==> config.mk <==
export PLATFORM = sky130hd
export DESIGN_NAME = axi_mst_wgen
export DESIGN_NICKNAME = d
export VERILOG_FILES = /design/src/rtl/axi_wgen_pkg.sv /design/src/rtl/wgen_cmd_fifo.sv /design/src/rtl/axi_mst_wgen.sv
export SDC_FILE = /design/constraint.sdc
export NUM_CORES = 1
export LEC_CHECK = 0
export CELL_PAD_IN_SITES_DETAIL_PLACEMENT = 0
export CELL_PAD_IN_SITES_GLOBAL_PLACEMENT = 1
export CORE_MARGIN = 5
export CORE_UTILIZATION = 45
export DETAILED_ROUTE_END_ITERATION = 7
export PLACE_DENSITY_LB_ADDON = 0.1
export SLEW_MARGIN = 10
export SYNTH_ARGS = -nofsm -noshare
export SYNTH_HDL_FRONTEND = slang
export SYNTH_SLANG_ARGS = --single-unit
==> constraint.sdc <==
create_clock -name aclk -period 5.7 [get_ports aclk]
set_clock_uncertainty 0.05 [all_clocks]
set_input_delay 1.14 -clock aclk [delete_from_list [all_inputs] [get_ports aclk]]
set_output_delay 1.14 -clock aclk [all_outputs]
set_load 0.02 [all_outputs]
==> src/rtl/axi_wgen_pkg.sv <==
// Shared types and helpers for the AXI3 write-data generator.
// Command fields are sized for the widest supported ID/address; the top truncates.
package axi_wgen_pkg;

  localparam int ID_W_MAX   = 16;
  localparam int ADDR_W_MAX = 64;
  localparam int STRB_W_MAX = 32;

  localparam logic [1:0] BURST_FIXED = 2'd0;
  localparam logic [1:0] BURST_INCR  = 2'd1;
  localparam logic [1:0] BURST_WRAP  = 2'd2;

  localparam int RDY_ALWAYS   = 0;
  localparam int RDY_RANDOM   = 1;
  localparam int RDY_PERIODIC = 2;

  // Galois form of x^32 + x^22 + x^2 + x + 1, right-shifting.
  localparam logic [31:0] LFSR_TAPS = 32'h8020_0003;

  typedef struct packed {
    logic [ID_W_MAX-1:0]   id;
    logic [ADDR_W_MAX-1:0] addr;
    logic [3:0]            len;
    logic [2:0]            size;
    logic [1:0]            burst;
  } aw_cmd_t;

  function automatic logic [31:0] lfsr_step(input logic [31:0] s);
    return {1'b0, s[31:1]} ^ (s[0] ? LFSR_TAPS : 32'h0);
  endfunction

  // Bytes from the lane offset up to the next 2^size boundary.
  function automatic logic [STRB_W_MAX-1:0] strb_calc(input logic [4:0] off,
                                                      input logic [2:0] size);
    logic [4:0]            hi;
    logic [STRB_W_MAX-1:0] s;
    hi = off | ((5'd1 << size) - 5'd1);
    s  = '0;
    for (int i = 0; i < STRB_W_MAX; i++)
      s[i] = (5'(i) >= off) && (5'(i) <= hi);
    return s;
  endfunction

endpackage

==> src/rtl/wgen_cmd_fifo.sv <==
// First-word fall-through queue of accepted AW commands.
module wgen_cmd_fifo
  import axi_wgen_pkg::*;
#(
  parameter  int DEPTH = 4,
  localparam int PTR_W = $clog2(DEPTH),
  localparam int CNT_W = PTR_W + 1
) (
  input  logic             aclk,
  input  logic             aresetn,
  input  logic             srst,
  input  logic             push,
  input  logic             pop,
  input  aw_cmd_t          push_cmd,
  output aw_cmd_t          head,
  output logic             full,
  output logic             empty,
  output logic [CNT_W-1:0] count
);

  aw_cmd_t          mem [DEPTH];
  logic [PTR_W-1:0] wr_ptr;
  logic [PTR_W-1:0] rd_ptr;
  logic             do_push;
  logic             do_pop;

  assign empty   = (count == '0);
  assign full    = (count == CNT_W'(DEPTH));
  assign do_pop  = pop && !empty;
  assign do_push = push && (!full || do_pop);
  assign head    = mem[rd_ptr];

  always_ff @(posedge aclk) begin
    if (do_push) mem[wr_ptr] <= push_cmd;
  end

  always_ff @(posedge aclk or negedge aresetn) begin
    if (!aresetn) begin
      wr_ptr <= '0;
      rd_ptr <= '0;
      count  <= '0;
    end else if (srst) begin
      wr_ptr <= '0;
      rd_ptr <= '0;
      count  <= '0;
    end else begin
      if (do_push) wr_ptr <= wr_ptr + PTR_W'(1);
      if (do_pop)  rd_ptr <= rd_ptr + PTR_W'(1);
      case ({do_push, do_pop})
        2'b10:   count <= count + CNT_W'(1);
        2'b01:   count <= count - CNT_W'(1);
        default: count <= count;
      endcase
    end
  end

endmodule

==> src/rtl/axi_mst_wgen.sv <==
// AXI3 master-side W generator: queues snooped AW commands and emits matching
// W bursts with LFSR data, plus bready/rready under a selectable policy.
module axi_mst_wgen
  import axi_wgen_pkg::*;
#(
  parameter int          ADDR_W     = 32,
  parameter int          ID_W       = 4,
  parameter int          DATA_W     = 32,
  parameter int          OSTD_NUM   = 4,
  parameter logic [31:0] LFSR_SEED  = 32'hACE1_2357,
  parameter int          RDY_MODE   = 1,
  parameter int          RDY_PERIOD = 4
) (
  input  logic                aclk,
  input  logic                aresetn,
  input  logic                srst,
  input  logic                awvalid,
  input  logic                awready,
  input  logic [ID_W-1:0]     awid,
  input  logic [ADDR_W-1:0]   awaddr,
  input  logic [3:0]          awlen,
  input  logic [2:0]          awsize,
  input  logic [1:0]          awburst,
  output logic                wvalid,
  input  logic                wready,
  output logic [ID_W-1:0]     wid,
  output logic [DATA_W-1:0]   wdata,
  output logic [DATA_W/8-1:0] wstrb,
  output logic                wlast,
  output logic                bready,
  output logic                rready,
  output logic                ostd_full,
  output logic                err_ovf
);

  localparam int NB    = DATA_W / 8;
  localparam int CNT_W = $clog2(OSTD_NUM) + 1;
  localparam int PER_W = $clog2(RDY_PERIOD);

  aw_cmd_t               push_cmd;
  aw_cmd_t               head;
  logic                  aw_hs;
  logic                  w_hs;
  logic                  push;
  logic                  pop;
  logic                  empty;
  logic                  full;
  logic [CNT_W-1:0]      count;
  logic [3:0]            beat_cnt;
  logic [ADDR_W-1:0]     beat_addr;
  logic [ADDR_W-1:0]     cur_addr;
  logic [ADDR_W-1:0]     nxt_addr;
  logic [ADDR_W-1:0]     size_b;
  logic [ADDR_W-1:0]     incr_addr;
  logic [ADDR_W-1:0]     win;
  logic                  wrap_ok;
  logic [31:0]           data_lfsr;
  logic [31:0]           rdy_lfsr;
  logic [PER_W-1:0]      rdy_cnt;
  logic [STRB_W_MAX-1:0] strb_all;
  logic [NB-1:0]         strb;
  logic                  unused_bits;

  assign aw_hs = awvalid && awready;
  assign w_hs  = wvalid && wready;
  assign pop   = w_hs && wlast;
  assign push  = aw_hs && (!full || pop);

  always_comb begin
    push_cmd       = '0;
    push_cmd.id    = ID_W_MAX'(awid);
    push_cmd.addr  = ADDR_W_MAX'(awaddr);
    push_cmd.len   = awlen;
    push_cmd.size  = awsize;
    push_cmd.burst = awburst;
  end

  wgen_cmd_fifo #(.DEPTH(OSTD_NUM)) u_cmd_fifo (
    .aclk     (aclk),
    .aresetn  (aresetn),
    .srst     (srst),
    .push     (push),
    .pop      (pop),
    .push_cmd (push_cmd),
    .head     (head),
    .full     (full),
    .empty    (empty),
    .count    (count)
  );

  assign ostd_full = full;

  // Beat 0 always takes the head address so a new burst needs no load cycle.
  assign cur_addr  = (beat_cnt == 4'd0) ? head.addr[ADDR_W-1:0] : beat_addr;
  assign size_b    = ADDR_W'(1) << head.size;
  assign incr_addr = (cur_addr & ~(size_b - ADDR_W'(1))) + size_b;
  assign win       = (ADDR_W'(head.len) + ADDR_W'(1)) << head.size;
  assign wrap_ok   = (head.len == 4'd1) || (head.len == 4'd3) ||
                     (head.len == 4'd7) || (head.len == 4'd15);

  always_comb begin
    nxt_addr = incr_addr;
    if (head.burst == BURST_FIXED)
      nxt_addr = cur_addr;
    else if (head.burst == BURST_WRAP && wrap_ok)
      nxt_addr = (cur_addr & ~(win - ADDR_W'(1))) | (incr_addr & (win - ADDR_W'(1)));
  end

  assign strb_all = strb_calc(5'(cur_addr & ADDR_W'(NB - 1)), head.size);

  always_comb begin
    wvalid = !empty;
    wlast  = !empty && (beat_cnt == head.len);
    wid    = empty ? '0 : head.id[ID_W-1:0];
    strb   = empty ? '0 : strb_all[NB-1:0];
    wstrb  = strb;
    wdata  = '0;
    for (int b = 0; b < NB; b++)
      wdata[8*b +: 8] = strb[b] ? data_lfsr[8*(b%4) +: 8] : 8'h00;
  end

  always_ff @(posedge aclk or negedge aresetn) begin
    if (!aresetn) begin
      beat_cnt  <= '0;
      beat_addr <= '0;
      data_lfsr <= LFSR_SEED;
      err_ovf   <= 1'b0;
    end else if (srst) begin
      beat_cnt  <= '0;
      beat_addr <= '0;
      data_lfsr <= LFSR_SEED;
      err_ovf   <= 1'b0;
    end else begin
      if (w_hs) begin
        data_lfsr <= lfsr_step(data_lfsr);
        if (wlast) begin
          beat_cnt <= '0;
        end else begin
          beat_cnt  <= beat_cnt + 4'd1;
          beat_addr <= nxt_addr;
        end
      end
      if (aw_hs && full && !pop) err_ovf <= 1'b1;
    end
  end

  always_ff @(posedge aclk or negedge aresetn) begin
    if (!aresetn) begin
      rdy_lfsr <= ~LFSR_SEED;
      rdy_cnt  <= '0;
      bready   <= 1'b0;
      rready   <= 1'b0;
    end else if (srst) begin
      rdy_lfsr <= ~LFSR_SEED;
      rdy_cnt  <= '0;
      bready   <= 1'b0;
      rready   <= 1'b0;
    end else begin
      rdy_lfsr <= lfsr_step(rdy_lfsr);
      rdy_cnt  <= (rdy_cnt == PER_W'(RDY_PERIOD - 1)) ? '0 : rdy_cnt + PER_W'(1);
      case (RDY_MODE)
        RDY_RANDOM: begin
          bready <= rdy_lfsr[0];
          rready <= rdy_lfsr[1];
        end
        RDY_PERIODIC: begin
          bready <= (rdy_cnt == PER_W'(RDY_PERIOD - 1));
          rready <= (rdy_cnt == PER_W'(RDY_PERIOD - 1));
        end
        default: begin
          bready <= 1'b1;
          rready <= 1'b1;
        end
      endcase
    end
  end

  assign unused_bits = ^{head.id, head.addr, strb_all, count};

endmodule

==> flow_summary_export.csv, run 1 <==
group,metric,value,unit
cts,cts_tree,"done",
global_route,grt-ovfl-total,0,
critical_path,cp_max_fo,9,
timing,fin_crit_sh,91.53,%
routing,vias_per_cell,5.055,
synth,synthTopCellsByCount,"nand2_1, edfxtp_1, dfrtp_1",
die,row_count,42,
critical_path,worst_ep_required_time,4.51,ns
cts,cts_hold_buf,0,
cells_and_area,drive_gt1_share,21.48,%
die,fp.dieW,126.6,um
pwr,p_per_area,330.4,nW/um^2
global_route,grt_pass1_vias,3835,
die,die_area,16020,sq um
global_route,grt-busiest-layer,"met2",
critical_path,crit_path_end_kind,"output port",
routing,drc_errors,0,
die,fp.coreArea,13300,sq um
cts,clkTransAtPathRegs,0.06,ns
pwr,p_comb_share,10.0,%
hold_path,min_path_cells,1,
critical_path,timing.rr.end,"u_cmd_fifo.mem[0][3]",
synth,synthDistinctLibCells,55,
cts,clk_path_buf_depth,2,
timing,finalSetupViolCount,0,
critical_path,worstReg2RegStart,"u_cmd_fifo.rd_ptr[0]",
synth,synth.avg_cell_area,12.90,sq um
synth,netlist_instances,474,
hold_path,min_to,"rdy_lfsr[12]",
pwr,ir_drop,0.0001977,V
synth,netlist.area_leader.share,29.47,%
global_route,gr-usage-met2,24.03,%
critical_path,path_class,"reg -> out",
synth,yosys.cell_count.top_type,"nand2_1",
die,start_util,45.99,%
cells_and_area,syn2layout_area_growth,22.98,%
global_route,grt_usage,15.69,%
timing,rsz0062_at_grt,"false",
critical_path,r2r_slack,2.31,ns
synth,synth_edf_count,60,
synth,async_flop_share,56.83,%
global_route,grt_max_degree,85,
hold_path,hp-start,"rdy_lfsr[13]",
timing,slew_headroom,34.44,%
pwr,internal_power,0.001899,W
synth,ys.flop_type,"edfxtp_1",
timing,hold_viol,0,
synth,synth_seq_cells,139,
critical_path,reg2reg_depth,7,
pwr,power_frac_seq,45.3,%
cts,htreeDepth,4,
place,io_buffer_count,66,
global_route,gr-usage-met3,4.918,%
global_route,grt_use_met1,20.84,%
pwr,switching_share,23.58,%
synth,postSynthNetCount,535,
cells_and_area,antenna_cells,0,
synth,yosysSeqAreaShare,62.45,%
place,place_congestion,0.7281,
cts,cts_setup_buffers,0,
cts,root_buffer,"clkbuf_16",
routing,post_drt_wl_per_cell,16.15,um
cts,ctsResizeCount,0,
critical_path,cp_data_arrival_time,4.03,ns
timing,whs,0.3866,ns
timing,worstMarginPinSlew,0.9834,ns
synth,synth_warnings,0,
routing,drt-initial-drc-count,242,
cts,clkLatencyLatePin,0.42,ns
pwr,p_switching,0.0005857,W
status,status,"completed",
die,fp.dieH,126.6,um
place,dp.final_hpwl,7.296,mm
die,io_pins,97,
cells_and_area,fillers,1117,
timing,slew_viol_final,0,
hold_path,hold_path_class,"reg -> reg",
cells_and_area,ff_latch_area,3819,sq um
routing,via_count,3690,
routing,antenna_left,0,
synth,yosysTopAreaCell,"edfxtp_1",
pwr,clockPowerShare,44.7,%
timing,finalSetupTns,0,ns
cts,clkSinkCount,139,
global_route,antenna_found_initial,0,
timing,period_needed,5.217,ns
critical_path,worstSetupStartpointType,"register",
global_route,grt_pass1_wl,19.55,mm
synth,netlist_area,6115,sq um
run,drv_cap,0,
pwr,p_leak,2.887,nW
routing,drt-total-wl,11.79,mm
cts,numCtsBuffers,17,
synth,synth.area.top_cells,"edfxtp_1, dfrtp_1, dfstp_2",
timing,clock.fmax,0.1917,GHz
cells_and_area,multiInputGateArea,2147,sq um
cells_and_area,fin_nets,602,
routing,drt_pre_antenna_iters,4,
## layout by cell type (no fill, tap or decap), types with 3 or more instances in the layout
| cell type | netlist | routed |
|---|---|---|
| nand3b_1 | 16 | 16 |
| nor3_1 | 3 | 3 |
| edfxtp_1 | 60 | 60 |
| nand2b_1 | 4 | 4 |
| nand2_1 | 69 | 69 |
| and2_1 | 35 | 35 |
| mux2i_1 | 4 | 4 |
| ha_1 | 9 | 9 |
| a21oi_1 | 21 | 21 |
| mux4_2 | 15 | 15 |
| buf_4 | 0 | 7 |
| nor2_1 | 25 | 25 |
| nor2b_1 | 18 | 18 |
| clkinv_4 | 0 | 4 |
| or2_2 | 16 | 16 |
| mux2_1 | 3 | 3 |
| inv_1 | 10 | 10 |
| clkbuf_16 | 0 | 17 |
| bufinv_16 | 0 | 3 |
| dfstp_2 | 32 | 32 |
| clkinv_2 | 0 | 3 |
| clkdlybuf4s50_1 | 0 | 64 |
| or3_1 | 3 | 3 |
| and3_1 | 10 | 10 |
| xnor2_1 | 11 | 11 |
| dfrtp_1 | 47 | 47 |
## through the flow
stage	cells	power, W	setup WS [ns]	util (%)	instance area, sq um
3_5_place_dp	698	0.001397	0.8624	52.06	6922
2_1_floorplan	474	0.001292	1.795	-	6115
5_1_grt	730	0.002591	0.2218	56.56	7520
6_report	730	0.002484	0.4825	56.56	7520
4_1_cts	730	0.002517	0.3974	56.56	7520
3_3_place_gp	698	0.001391	0.9297	52.06	6922
## power by group through the flow
stage	combinational [W]	clock, W	sequential [W]
floorplan	0.000153	0	0.00114
global placement	0.000248	0	0.00114
detailed placement	0.000253	0	0.00114
CTS	0.000255	0.00114	0.00113
global route	0.000275	0.00119	0.00113
finish	0.000249	0.00111	0.00113
## metal layers
layer,vias up,routed length (um)
met4,0,199
li1,1773,-
met5,-,0
met2,85,5678
met1,1814,5369
met3,18,544
## sequential cells by signal, summed over array words and instances (netlist names), 2 cells and up
register and count:
u_cmd_fifo.count 3, beat_addr 2, rdy_lfsr 31, data_lfsr 32
beat_cnt 4, u_cmd_fifo.rd_ptr 2, u_cmd_fifo.wr_ptr 2, u_cmd_fifo.mem 60
## area by class of cell
class | instances | share of cell area [%]
Tap cell | 176 | 2.928
Clock inverter | 15 | 2.296
Clock buffer | 17 | 5.657
Multi-Input combinational cell | 301 | 28.55
Sequential cell | 139 | 50.78
Inverter | 10 | 0.4992
Timing Repair Buffer | 72 | 9.285
## worst max-delay path, stage by stage, from the launching register on
cell             delay, ns
dfrtp_1               0.54
buf_4                 0.28
mux4_2                0.61
nor3_2                0.32
inv_1                 0.08
ha_1                  0.19
xnor2_1               0.14
nor2b_2               0.18
a41oi_2               0.46
and2_1                0.20
clkdlybuf4s50_1       0.60
## how the worst max path moves through the flow
stage / from / end / cells past startpoint
after global routing: u_cmd_fifo.rd_ptr[0] / wdata[13] / 10
after detailed placement: u_cmd_fifo.rd_ptr[0] / wdata[9] / 10
after CTS: u_cmd_fifo.rd_ptr[0] / wdata[9] / 10
final: u_cmd_fifo.rd_ptr[0] / wdata[14] / 10
after floorplan: u_cmd_fifo.rd_ptr[0] / wdata[10] / 10
after global placement: u_cmd_fifo.rd_ptr[0] / wdata[31] / 9
## logic make-up (layout without fill, tap and decap cells)
group | count (synthesis) | after routing | share of synthesized area, %
mux | 24 | 24 | 7.285
flops | 139 | 139 | 62.45
compound gates | 43 | 43 | 4.788
xor+xnor | 14 | 14 | 2.251
simple gates | 210 | 210 | 18.62
buf+inv | 34 | 114 | 2.435
fa+ha+maj | 10 | 10 | 2.169
Power figures use the tool's default switching activity.
==> run 2: changes to the inputs <==
--- a/config.mk
+++ b/config.mk
@@ -11,7 +11,9 @@
 export CORE_UTILIZATION = 45
 export DETAILED_ROUTE_END_ITERATION = 7
 export PLACE_DENSITY_LB_ADDON = 0.1
+export SKIP_CTS_REPAIR_TIMING = 1
 export SLEW_MARGIN = 10
 export SYNTH_ARGS = -nofsm -noshare
 export SYNTH_HDL_FRONTEND = slang
 export SYNTH_SLANG_ARGS = --single-unit
+export TNS_END_PERCENT = 20
==> results of run 2 <==
The final DEF is identical to that of run 1; final timing and power are the same.
